File: src/rtl/pov_char_sequencer_pkg.sv
`default_nettype none
// ============================================================================
// Module      : pov_char_sequencer_pkg
// Description : Shared constants and state encoding for the POV character
//               sequencer (character-select blanking code, sequencer states).
// Revision    : 1.0 - initial release
// ============================================================================
package pov_char_sequencer_pkg;

    // Characters per displayed frame; matches the 10-entry string in the mux
    localparam int unsigned c_num_chars_def = 10;

    // Out-of-range character select; the downstream mux outputs 0 for it
    localparam logic [3:0] c_blank_sel = 4'hF;

    // Sequencer states
    typedef enum logic [1:0] {
        ST_IDLE       = 2'd0,
        ST_WAIT_START = 2'd1,
        ST_SHOW       = 2'd2,
        ST_BLANK      = 2'd3
    } seq_state_e;

endpackage
`default_nettype wire

File: src/rtl/pov_char_sequencer_index_sync.sv
`default_nettype none
// ============================================================================
// Module      : pov_char_sequencer_index_sync
// Description : Two-flop synchronizer for the asynchronous index sensor plus
//               a registered rising-edge detector. o_idx_pulse is one clock
//               wide and appears 3 clocks after the input edge.
// Revision    : 1.0 - initial release
// ============================================================================
module pov_char_sequencer_index_sync (
    input  logic clk,
    input  logic rst,
    input  logic i_index,
    output logic o_idx_pulse
);

    logic r_sync1;
    logic r_sync2;
    logic r_sync3;
    logic r_pulse;

    // Synchronize the sensor, then register a one-cycle pulse on its rising edge
    always_ff @(posedge clk) begin
        if (rst) begin
            r_sync1 <= 1'b0;
            r_sync2 <= 1'b0;
            r_sync3 <= 1'b0;
            r_pulse <= 1'b0;
        end else begin
            r_sync1 <= i_index;
            r_sync2 <= r_sync1;
            r_sync3 <= r_sync2;
            r_pulse <= r_sync2 & ~r_sync3;
        end
    end

    assign o_idx_pulse = r_pulse;

endmodule
`default_nettype wire

File: src/rtl/pov_char_sequencer.sv
`default_nettype none
// ============================================================================
// Module      : pov_char_sequencer
// Description : Measures the rotor period from the index sensor, splits each
//               revolution into 2^SLOT_SHIFT column slots and, from slot
//               START_SLOT on, steps character/column indices for the POV
//               character mux and font stage. Blank (4'hF) elsewhere.
// Revision    : 1.0 - initial release
// ============================================================================
module pov_char_sequencer
    import pov_char_sequencer_pkg::*;
#(
    parameter int unsigned CNT_W         = 24,
    parameter int unsigned SLOT_SHIFT    = 7,
    parameter int unsigned NUM_CHARS     = c_num_chars_def,
    parameter int unsigned COLS_PER_CHAR = 6,
    parameter int unsigned START_SLOT    = 8
) (
    input  logic       clk,
    input  logic       rst,
    input  logic       index_in,
    output logic [3:0] n_ascci,
    output logic [2:0] col,
    output logic       col_valid,
    output logic       frame_start,
    output logic       period_ok
);

    localparam int unsigned c_tmr_w  = CNT_W - SLOT_SHIFT;
    localparam int unsigned c_slot_w = SLOT_SHIFT + 1;

    localparam logic [CNT_W-1:0]    c_cnt_max    = {CNT_W{1'b1}};
    localparam logic [CNT_W-1:0]    c_glitch_lim = CNT_W'(1) << SLOT_SHIFT;
    localparam logic [2:0]          c_last_col   = 3'(COLS_PER_CHAR - 1);
    localparam logic [3:0]          c_last_char  = 4'(NUM_CHARS - 1);
    localparam logic [c_slot_w-1:0] c_start_prev =
        c_slot_w'((START_SLOT == 0) ? 0 : (START_SLOT - 1));

    logic                w_idx_pulse;
    logic                w_rev_sat;
    logic                w_idx_accept;
    logic                w_frame_go;
    logic                w_slot_run;
    logic                w_tick;
    logic [CNT_W-1:0]    w_period_new;
    logic [c_tmr_w-1:0]  w_slot_len_new;
    logic [c_tmr_w-1:0]  w_slot_len;

    logic [CNT_W-1:0]    r_rev_cnt;
    logic [CNT_W-1:0]    r_period_q;
    logic                r_period_ok;
    logic [c_tmr_w-1:0]  r_slot_tmr;
    logic [c_slot_w-1:0] r_slot_idx;
    seq_state_e          r_state;
    logic [3:0]          r_char;
    logic [2:0]          r_col;
    logic [3:0]          r_n_ascci;
    logic                r_col_valid;
    logic                r_frame_start;

    pov_char_sequencer_index_sync u_index_sync (
        .clk         (clk),
        .rst         (rst),
        .i_index     (index_in),
        .o_idx_pulse (w_idx_pulse)
    );

    // Pulses closer than one slot's worth of counts to the last index are glitches.
    // The captured period counts every cycle since the previous accepted pulse,
    // including the pulse cycle itself, so a P-cycle revolution measures as P.
    assign w_rev_sat      = (r_rev_cnt == c_cnt_max);
    assign w_idx_accept   = w_idx_pulse && (r_rev_cnt >= c_glitch_lim);
    assign w_frame_go     = w_idx_accept && r_period_ok;
    assign w_period_new   = w_rev_sat ? r_rev_cnt : (r_rev_cnt + CNT_W'(1));
    assign w_slot_len_new = c_tmr_w'(w_period_new >> SLOT_SHIFT);
    assign w_slot_len     = c_tmr_w'(r_period_q >> SLOT_SHIFT);
    assign w_slot_run     = (r_state == ST_WAIT_START) || (r_state == ST_SHOW);
    assign w_tick         = w_slot_run && (r_slot_tmr == '0);

    // Revolution counter, period capture and period-valid / timeout flag
    always_ff @(posedge clk) begin
        if (rst) begin
            r_rev_cnt   <= '0;
            r_period_q  <= '0;
            r_period_ok <= 1'b0;
        end else if (w_idx_accept) begin
            r_rev_cnt   <= '0;
            r_period_q  <= w_period_new;
            r_period_ok <= 1'b1;
        end else if (w_rev_sat) begin
            r_period_ok <= 1'b0;
        end else begin
            r_rev_cnt   <= r_rev_cnt + CNT_W'(1);
        end
    end

    // Slot timer: reloads with slot_len-1 at zero, giving one tick per slot
    always_ff @(posedge clk) begin
        if (rst) begin
            r_slot_tmr <= '0;
            r_slot_idx <= '0;
        end else if (w_frame_go) begin
            r_slot_tmr <= w_slot_len_new - c_tmr_w'(1);
            r_slot_idx <= '0;
        end else if (w_tick) begin
            r_slot_tmr <= w_slot_len - c_tmr_w'(1);
            if (r_slot_idx != '1) begin
                r_slot_idx <= r_slot_idx + c_slot_w'(1);
            end
        end else if (w_slot_run) begin
            r_slot_tmr <= r_slot_tmr - c_tmr_w'(1);
        end
    end

    // Frame sequencer with registered outputs; a fresh index always restarts
    always_ff @(posedge clk) begin
        if (rst) begin
            r_state       <= ST_IDLE;
            r_char        <= '0;
            r_col         <= '0;
            r_n_ascci     <= c_blank_sel;
            r_col_valid   <= 1'b0;
            r_frame_start <= 1'b0;
        end else begin
            r_frame_start <= 1'b0;
            if (w_frame_go) begin
                r_char <= '0;
                r_col  <= '0;
                if (START_SLOT == 0) begin
                    r_state       <= ST_SHOW;
                    r_n_ascci     <= 4'd0;
                    r_col_valid   <= (c_last_col != 3'd0);
                    r_frame_start <= 1'b1;
                end else begin
                    r_state       <= ST_WAIT_START;
                    r_n_ascci     <= c_blank_sel;
                    r_col_valid   <= 1'b0;
                end
            end else if (w_rev_sat) begin
                r_state     <= ST_IDLE;
                r_col       <= '0;
                r_n_ascci   <= c_blank_sel;
                r_col_valid <= 1'b0;
            end else if (w_tick) begin
                case (r_state)
                    ST_WAIT_START: begin
                        if (r_slot_idx == c_start_prev) begin
                            r_state       <= ST_SHOW;
                            r_char        <= '0;
                            r_col         <= '0;
                            r_n_ascci     <= 4'd0;
                            r_col_valid   <= (c_last_col != 3'd0);
                            r_frame_start <= 1'b1;
                        end
                    end
                    ST_SHOW: begin
                        if (r_col == c_last_col) begin
                            r_col <= '0;
                            if (r_char == c_last_char) begin
                                r_state     <= ST_BLANK;
                                r_n_ascci   <= c_blank_sel;
                                r_col_valid <= 1'b0;
                            end else begin
                                r_char      <= r_char + 4'd1;
                                r_n_ascci   <= r_char + 4'd1;
                                r_col_valid <= (c_last_col != 3'd0);
                            end
                        end else begin
                            r_col       <= r_col + 3'd1;
                            r_col_valid <= ((r_col + 3'd1) != c_last_col);
                        end
                    end
                    default: begin
                    end
                endcase
            end
        end
    end

    assign n_ascci     = r_n_ascci;
    assign col         = r_col;
    assign col_valid   = r_col_valid;
    assign frame_start = r_frame_start;
    assign period_ok   = r_period_ok;

endmodule
`default_nettype wire

File: config.mk
export PLATFORM = sky130hd
export DESIGN_NAME = pov_char_sequencer
export DESIGN_NICKNAME = d
export VERILOG_FILES = /design/src/rtl/pov_char_sequencer_pkg.sv /design/src/rtl/pov_char_sequencer_index_sync.sv /design/src/rtl/pov_char_sequencer.sv
export SDC_FILE = /design/constraint.sdc
export NUM_CORES = 1
export LEC_CHECK = 0
export ABC_AREA = 1
export CORE_ASPECT_RATIO = 0.75
export CORE_MARGIN = 2
export CORE_UTILIZATION = 65
export DETAILED_ROUTE_END_ITERATION = 8
export GPL_TIMING_DRIVEN = 0
export PLACE_DENSITY = 0.94
export SETUP_SLACK_MARGIN = 0.02
export SYNTH_ARGS = -nofsm -noshare
export SYNTH_HDL_FRONTEND = slang
export SYNTH_SLANG_ARGS = --single-unit
File: constraint.sdc
create_clock -name clk -period 6.9 [get_ports clk]
set_clock_uncertainty 0.2 [all_clocks]
set_input_delay 1.38 -clock clk [delete_from_list [all_inputs] [get_ports clk]]
set_output_delay 1.38 -clock clk [all_outputs]
set_load 0.005 [all_outputs]
==> flow_metrics.py, run 1 <==
metrics = {
    "status": {
        "status": "completed",
    },
    "place": {
        "portBuffers": 11,
        "hpwlAfterDp_mm": 9.82,
        "dp_slack_ns": 3.51,
        "place_congestion": 0.929,
    },
    "power_and_ir_drop": {
        "total_power_w": 0.00248,
        "leakage_nw": 2.47,
        "ir_drop_uv": 527,
        "p_per_area_nw_per_um2": 452,
    },
    "synth": {
        "synth_area_leader_cell": "dfxtp_1",
        "synthesis.instances": 764,
        "synth_async_sr_flop_share_pct": 0,
        "synth_area_leaders": "dfxtp_1 (34%), nand2_1 (14%), inv_1 (7.6%)",
        "yosys-top-cells-count": "nand2_1 (185), inv_1 (102), nor2_1 (98), dfxtp_1 (86), nand3_1 (67)",
        "ys_dominant_reg_cell": "dfxtp_1",
        "ys_types": 40,
        "synth_area_per_cell_sq_um": 6.60,
        "syn-cell-area_sq_um": 5050,
        "yosysMostFrequentCell": "nand2_1",
        "ys_seq_area_share_pct": 34.1,
        "synth_enable_flop_cells": 0,
        "synth_warnings": 0,
        "synth_top_area_share_pct": 34.1,
        "ys_ff_latch": 86,
        "synth_nets": 775,
    },
    "setup_path": {
        "r2r-end": "r_slot_tmr[10]",
        "worstRegToRegCells": 16,
        "required_ns": 6.98,
        "critical_path_class": "flop to flop",
        "worstSetupEndpointType": "flop",
        "rr_startpoint": "r_rev_cnt[0]",
        "cp.arrival_ns": 3.19,
        "critPathLaunchType": "flop",
        "rrSetupSlack_ns": 3.79,
        "critPathMaxFanout": 7,
    },
    "layout": {
        "diodes": 0,
        "ff_latch_area_sq_um": 1720,
        "multi_input_area_sq_um": 2810,
        "fin_nets": 797,
        "areaGrowthSynthToFinish_pct": 8.68,
        "drive_above_1_share_pct": 13.8,
        "fill_cells": 589,
    },
    "sta": {
        "maxSlewViolCount": 0,
        "hold_violations": 0,
        "finalCritPeriodShare_pct": 45.0,
        "hold_ws_ns": 0.191,
        "post-route-min-period_ns": 3.11,
        "worst_slew_pin_slew_ns": 0.580,
        "clock.fmax_mhz": 322,
        "tns_ns": 0,
        "rsz0062_at_grt": "false",
        "fin_ws_ns": 3.79,
        "setup_viol": 0,
        "max_slew_margin_pct": 61.3,
    },
    "hold_path": {
        "holdPathStages": 1,
        "min_to": "u_index_sync.o_idx_pulse",
        "hold_class": "flop to flop",
        "hold_start": "u_index_sync.r_sync3",
    },
    "route": {
        "ant_nets": 0,
        "num_vias": 5047,
        "drtPass1Iterations": 8,
        "viasPerCell": 5.66,
        "wire_per_inst_um": 14.5,
        "drt-initial-drc-count": 518,
        "drc": 0,
        "drt_wl_total_mm": 12.9,
    },
    "global_routing": {
        "antenna_found_initial": 0,
        "grt_overflow": 0,
        "grt_pass1_wl_mm": 21.7,
        "grt_use_total_pct": 32.3,
        "grt_start_max_net_pins": 17,
        "first_global_vias": 4663,
    },
    "clock_network": {
        "cts-root-buf": "clkbuf_8",
        "clock_sinks": 86,
        "postCtsSetupBuffers": 0,
        "clk_latency_ns": 0.37,
        "cts_tree": "built",
        "cts_resized": 0,
        "hold_buffers": 0,
        "h-tree-depth": 3,
        "numCtsBuffers": 9,
        "cts_buffer_depth": 2,
        "clk_pin_slew_ns": 0.10,
    },
    "die": {
        "die_area_sq_um": 8490,
        "die_w_um": 106,
        "coreArea_sq_um": 7430,
        "placement_rows": 27,
        "ios": 13,
        "die_h_um": 80.3,
        "start_util_pct": 67.9,
    },
    "flow_run": {
        "cap_violations": 0,
    },
}
stage by stage:
step                instance area [sq um]  instances  utilization, %
floorplan                            5050        764               -
global placement                     5280        876            71.1
detailed placement                   5280        876            71.1
CTS                                  5480        892            73.8
global route                         5480        892            73.8
finish                               5480        892            73.8
cell usage in the layout (no fill, tap or decap), types with 2 or more instances in the layout:
cell,instances
nor2_1,98
nor3_2,3
clkdlybuf4s50_1,11
nand2_1,185
dfxtp_1,86
clkbuf_8,9
buf_6,4
o211ai_1,3
a31oi_1,3
nand3_1,67
o21ai_2,5
o22ai_1,8
ha_1,8
nand3_4,2
o21ai_0,39
nand3_2,13
nor4_1,2
xor2_1,5
o21ai_1,7
o221ai_1,2
a21oi_2,2
o31ai_1,2
xnor2_1,3
buf_2,5
a21oi_1,24
inv_2,10
clkbuf_1,6
nand4_1,7
nor2_4,6
nor2_2,17
inv_1,102
nand2_2,19
or2_2,3
nor3_1,5
inv_6,4
nand2_4,3
o21bai_1,4
worst max path at each step:
stage | start | endpoint | slack (ns) | cells after the start
5_1_grt | r_state[0] | r_char[2] | 3.55 | 14
3_3_place_gp | rst | col[2] | 3.54 | 8
4_1_cts | r_rev_cnt[0] | r_slot_tmr[10] | 3.86 | 16
3_5_place_dp | rst | col[2] | 3.51 | 8
2_1_floorplan | rst | col[2] | 4.12 | 8
6_report | r_rev_cnt[0] | r_slot_tmr[10] | 3.79 | 16
sequential cells by signal, indices dropped and copies added (netlist names), named ones only:
| signal | count |
|---|---|
| r_char | 4 |
| u_index_sync.r_sync2 | 1 |
| u_index_sync.o_idx_pulse | 1 |
| col | 3 |
| u_index_sync.r_sync3 | 1 |
| r_rev_cnt | 18 |
| u_index_sync.r_sync1 | 1 |
| n_ascci | 4 |
| col_valid | 1 |
| r_slot_idx | 8 |
| r_slot_tmr | 17 |
| frame_start | 1 |
| r_state | 2 |
| period_ok | 1 |
| r_period_q | 17 |
per-layer routing:
metal	wire [um]	up-vias	share of wire (%)	GRT usage, %
met3	1260	31	9.7	7.87
met2	5710	249	44	50.8
li1	-	2478	-	-
met1	5660	2289	44	42.8
met4	271	0	2.1	12.8
met5	0	-	0	0
worst max-delay path: stages (launching register included):
cell	delay, ns
dfxtp_1	0.45
ha_1	0.37
inv_2	0.09
nor2_4	0.20
nand2_2	0.11
xor2_1	0.18
nor2_2	0.20
nand2_1	0.09
o21ai_2	0.10
ha_1	0.27
nand3_4	0.12
nor2_4	0.21
nand2_2	0.09
o21ai_2	0.11
nand3_1	0.09
nand2_1	0.08
inv_1	0.04
report_power, final:
group | switching, W | total, W | internal, W
Combinational | 0.000948 | 0.00145 | 0.000502
Clock | 0.000202 | 0.000373 | 0.000172
Sequential | 0.0000673 | 0.000652 | 0.000585
Total | 0.00122 | 0.00248 | 0.00126
layout make-up:
| cell class | count | share of cell area [%] |
|---|---|---|
| plain buffers | 15 | 1.69 |
| clock buffers | 9 | 2.26 |
| clock inverters | 7 | 1.41 |
| inverters | 113 | 7.73 |
| multi-input cells | 550 | 51.2 |
| flip-flops and latches | 86 | 31.4 |
| well taps | 101 | 2.30 |
| repair buffers | 11 | 2.01 |
cell families after synthesis:
logic type / Yosys count / synth area share (%)
and+or+nand+nor: 431 / 40.4
AOI/OAI and AO/OA: 103 / 11.9
DFF: 86 / 34.1
xor gates and xnor gates: 8 / 1.39
adders and majority gates: 8 / 1.98
buffers and inverters: 128 / 10.2
Power figures use the tool's default switching activity.
==> run 2: changes to the inputs <==
--- a/config.mk
+++ b/config.mk
@@ -8,10 +8,10 @@
 export ABC_AREA = 1
 export CORE_ASPECT_RATIO = 0.75
 export CORE_MARGIN = 2
-export CORE_UTILIZATION = 65
+export CORE_UTILIZATION = 62
 export DETAILED_ROUTE_END_ITERATION = 8
 export GPL_TIMING_DRIVEN = 0
-export PLACE_DENSITY = 0.94
+export PLACE_DENSITY = 0.91
 export SETUP_SLACK_MARGIN = 0.02
 export SYNTH_ARGS = -nofsm -noshare
 export SYNTH_HDL_FRONTEND = slang
==> constraint.sdc (replaced) <==
create_clock -name clk -period 2.9 [get_ports clk]
set_clock_uncertainty 0.2 [all_clocks]
set_input_delay 0.58 -clock clk [delete_from_list [all_inputs] [get_ports clk]]
set_output_delay 0.58 -clock clk [all_outputs]
set_load 0.005 [all_outputs]
==> run 2 against run 1 <==
Clock power rose by 110%. Sequential power rose by 140%. Worst hold slack improved by 0.0060 ns. Final cell count rose by 0.78%. Power rose by 140%. Clock-buffer cell count did not move. Largest power group unchanged. Maximum frequency rose by 16%. Largest cell class unchanged. Sequential share of layout area fell by 0.22 points. Non-clock buffer count rose by 3. First-iteration DRC count fell by 19%. Worst setup slack got worse by 3.6 ns.
==> flow_metrics.py, run 2 (synthesis gave the netlist of run 1 again) <==
metrics = {
    "route": {
        "ant_nets": 0,
        "drc": 0,
        "viasPerCell": 5.51,
        "num_vias": 4949,
        "drtPass1Iterations": 5,
        "drt_wl_total_mm": 12.4,
        "wire_per_inst_um": 13.8,
        "drt-initial-drc-count": 422,
    },
    "sta": {
        "max_slew_margin_pct": 62.1,
        "setup_viol": 0,
        "hold_violations": 0,
        "fin_ws_ns": 0.223,
        "maxSlewViolCount": 0,
        "finalCritPeriodShare_pct": 92.3,
        "clock.fmax_mhz": 374,
        "worst_slew_pin_slew_ns": 0.568,
        "rsz0062_at_grt": "false",
        "post-route-min-period_ns": 2.68,
    },
    "global_routing": {
        "grt_start_max_net_pins": 17,
        "grt_overflow": 0,
        "grt_use_total_pct": 28.5,
        "grt_pass1_wl_mm": 19.8,
        "first_global_vias": 4268,
        "antenna_found_initial": 0,
    },
    "place": {
        "dp_slack_ns": -0.0421,
        "hpwlAfterDp_mm": 9.38,
        "place_congestion": 0.952,
        "portBuffers": 11,
    },
    "setup_path": {
        "worstRegToRegCells": 14,
        "required_ns": 2.95,
        "critical_path_class": "flop to flop",
        "worstSetupEndpointType": "flop",
        "rrSetupSlack_ns": 0.22,
        "rr_startpoint": "r_state[0]",
        "critPathMaxFanout": 7,
        "r2r-end": "r_char[1]",
        "cp.arrival_ns": 2.73,
        "critPathLaunchType": "flop",
    },
    "power_and_ir_drop": {
        "p_per_area_nw_per_um2": 1050,
        "leakage_nw": 2.50,
        "total_power_w": 0.00584,
        "ir_drop_uv": 1130,
    },
    "status": {
        "status": "completed",
    },
    "clock_network": {
        "clk_pin_slew_ns": 0.09,
        "cts-root-buf": "clkbuf_8",
        "h-tree-depth": 3,
        "clock_sinks": 86,
        "cts_tree": "built",
        "clk_latency_ns": 0.36,
        "cts_buffer_depth": 2,
        "numCtsBuffers": 9,
    },
    "die": {
        "ios": 13,
        "die_w_um": 108,
        "coreArea_sq_um": 7880,
        "die_h_um": 82.1,
        "placement_rows": 28,
        "die_area_sq_um": 8880,
        "start_util_pct": 64.0,
    },
    "hold_path": {
        "holdPathStages": 1,
        "min_to": "u_index_sync.o_idx_pulse",
        "hold_class": "flop to flop",
        "hold_start": "u_index_sync.r_sync3",
    },
    "layout": {
        "reg_top3": "r_rev_cnt (18), r_period_q (17), r_slot_tmr (17)",
        "areaGrowthSynthToFinish_pct": 10.0,
        "largest_reg_flops": 18,
        "fill_cells": 662,
        "fin_nets": 800,
        "largest_register": "r_rev_cnt",
        "final_cell_mix": "nand2_1 (185), inv_1 (101), nor2_1 (96)",
        "fin_util_pct": 70.4,
        "final_common_cell": "nand2_1",
        "drive_above_1_share_pct": 15.5,
        "diodes": 0,
    },
    "flow_run": {
        "cap_violations": 0,
    },
}
-- run 2: metal layers --
metal | track usage, % | part of all wire (%) | up-vias
met4 | 8.21 | 1.0 | 0
met3 | 6.67 | 7.8 | 17
met1 | 39.0 | 47 | 2248
met2 | 45.5 | 44 | 196
met5 | 0 | 0 | -
li1 | - | - | 2488
-- run 2: worst max-delay path, cell delays in order (launching register included) --
cell     delay, ns
dfxtp_2       0.34
inv_1         0.04
ha_1          0.33
nor2_1        0.12
nand3_1       0.13
nor2_4        0.17
nand2_4       0.09
inv_2         0.13
o21ai_2       0.12
inv_1         0.15
nand3_1       0.16
nor2_2        0.16
nand2_1       0.16
o21ai_0       0.19
a21oi_1       0.06
-- run 2: where the power goes --
group          switching [W]  internal (W)  total, W
Clock               0.000471      0.000323  0.000794
Combinational        0.00224       0.00126   0.00349
Sequential          0.000156       0.00139   0.00155
-- run 2: worst max path at each step --
stage | start | to | cells after the start
2_1_floorplan | r_rev_cnt[0] | r_slot_tmr[10] | 16
3_3_place_gp | r_rev_cnt[0] | r_slot_tmr[12] | 16
5_1_grt | r_rev_cnt[0] | r_slot_tmr[8] | 16
4_1_cts | r_rev_cnt[0] | r_slot_tmr[12] | 16
6_report | r_state[0] | r_char[1] | 14
3_5_place_dp | r_rev_cnt[0] | r_slot_tmr[12] | 16
-- run 2: metrics by stage --
stage / hold WS, ns / TNS, ns / instance area (sq um) / cells
floorplan: 0.173 / 0 / 5050 / 764
global placement: 0.177 / -0.0169 / 5290 / 880
detailed placement: 0.191 / -0.124 / 5290 / 880
CTS: 0.203 / 0 / 5490 / 896
global route: 0.213 / 0 / 5550 / 899
finish: 0.197 / 0 / 5550 / 899
-- run 2: layout make-up --
cell class / count / area (sq um) / area share [%]
multi-input cells: 550 / 2850 / 51.4
flip-flops and latches: 86 / 1730 / 31.2
inverters: 113 / 424 / 7.64
repair buffers: 14 / 133 / 2.39
well taps: 105 / 131 / 2.37
clock buffers: 9 / 124 / 2.23
plain buffers: 15 / 98.8 / 1.78
clock inverters: 7 / 58.8 / 1.06
-- run 2: what timing repair did --
item | in CTS | in global routing
setup endpoints to repair | 8 | 19
hold buffers | 0 | 0
pin swaps | 0 | 3
resized for setup | 3 | 17
setup buffers | 0 | 3
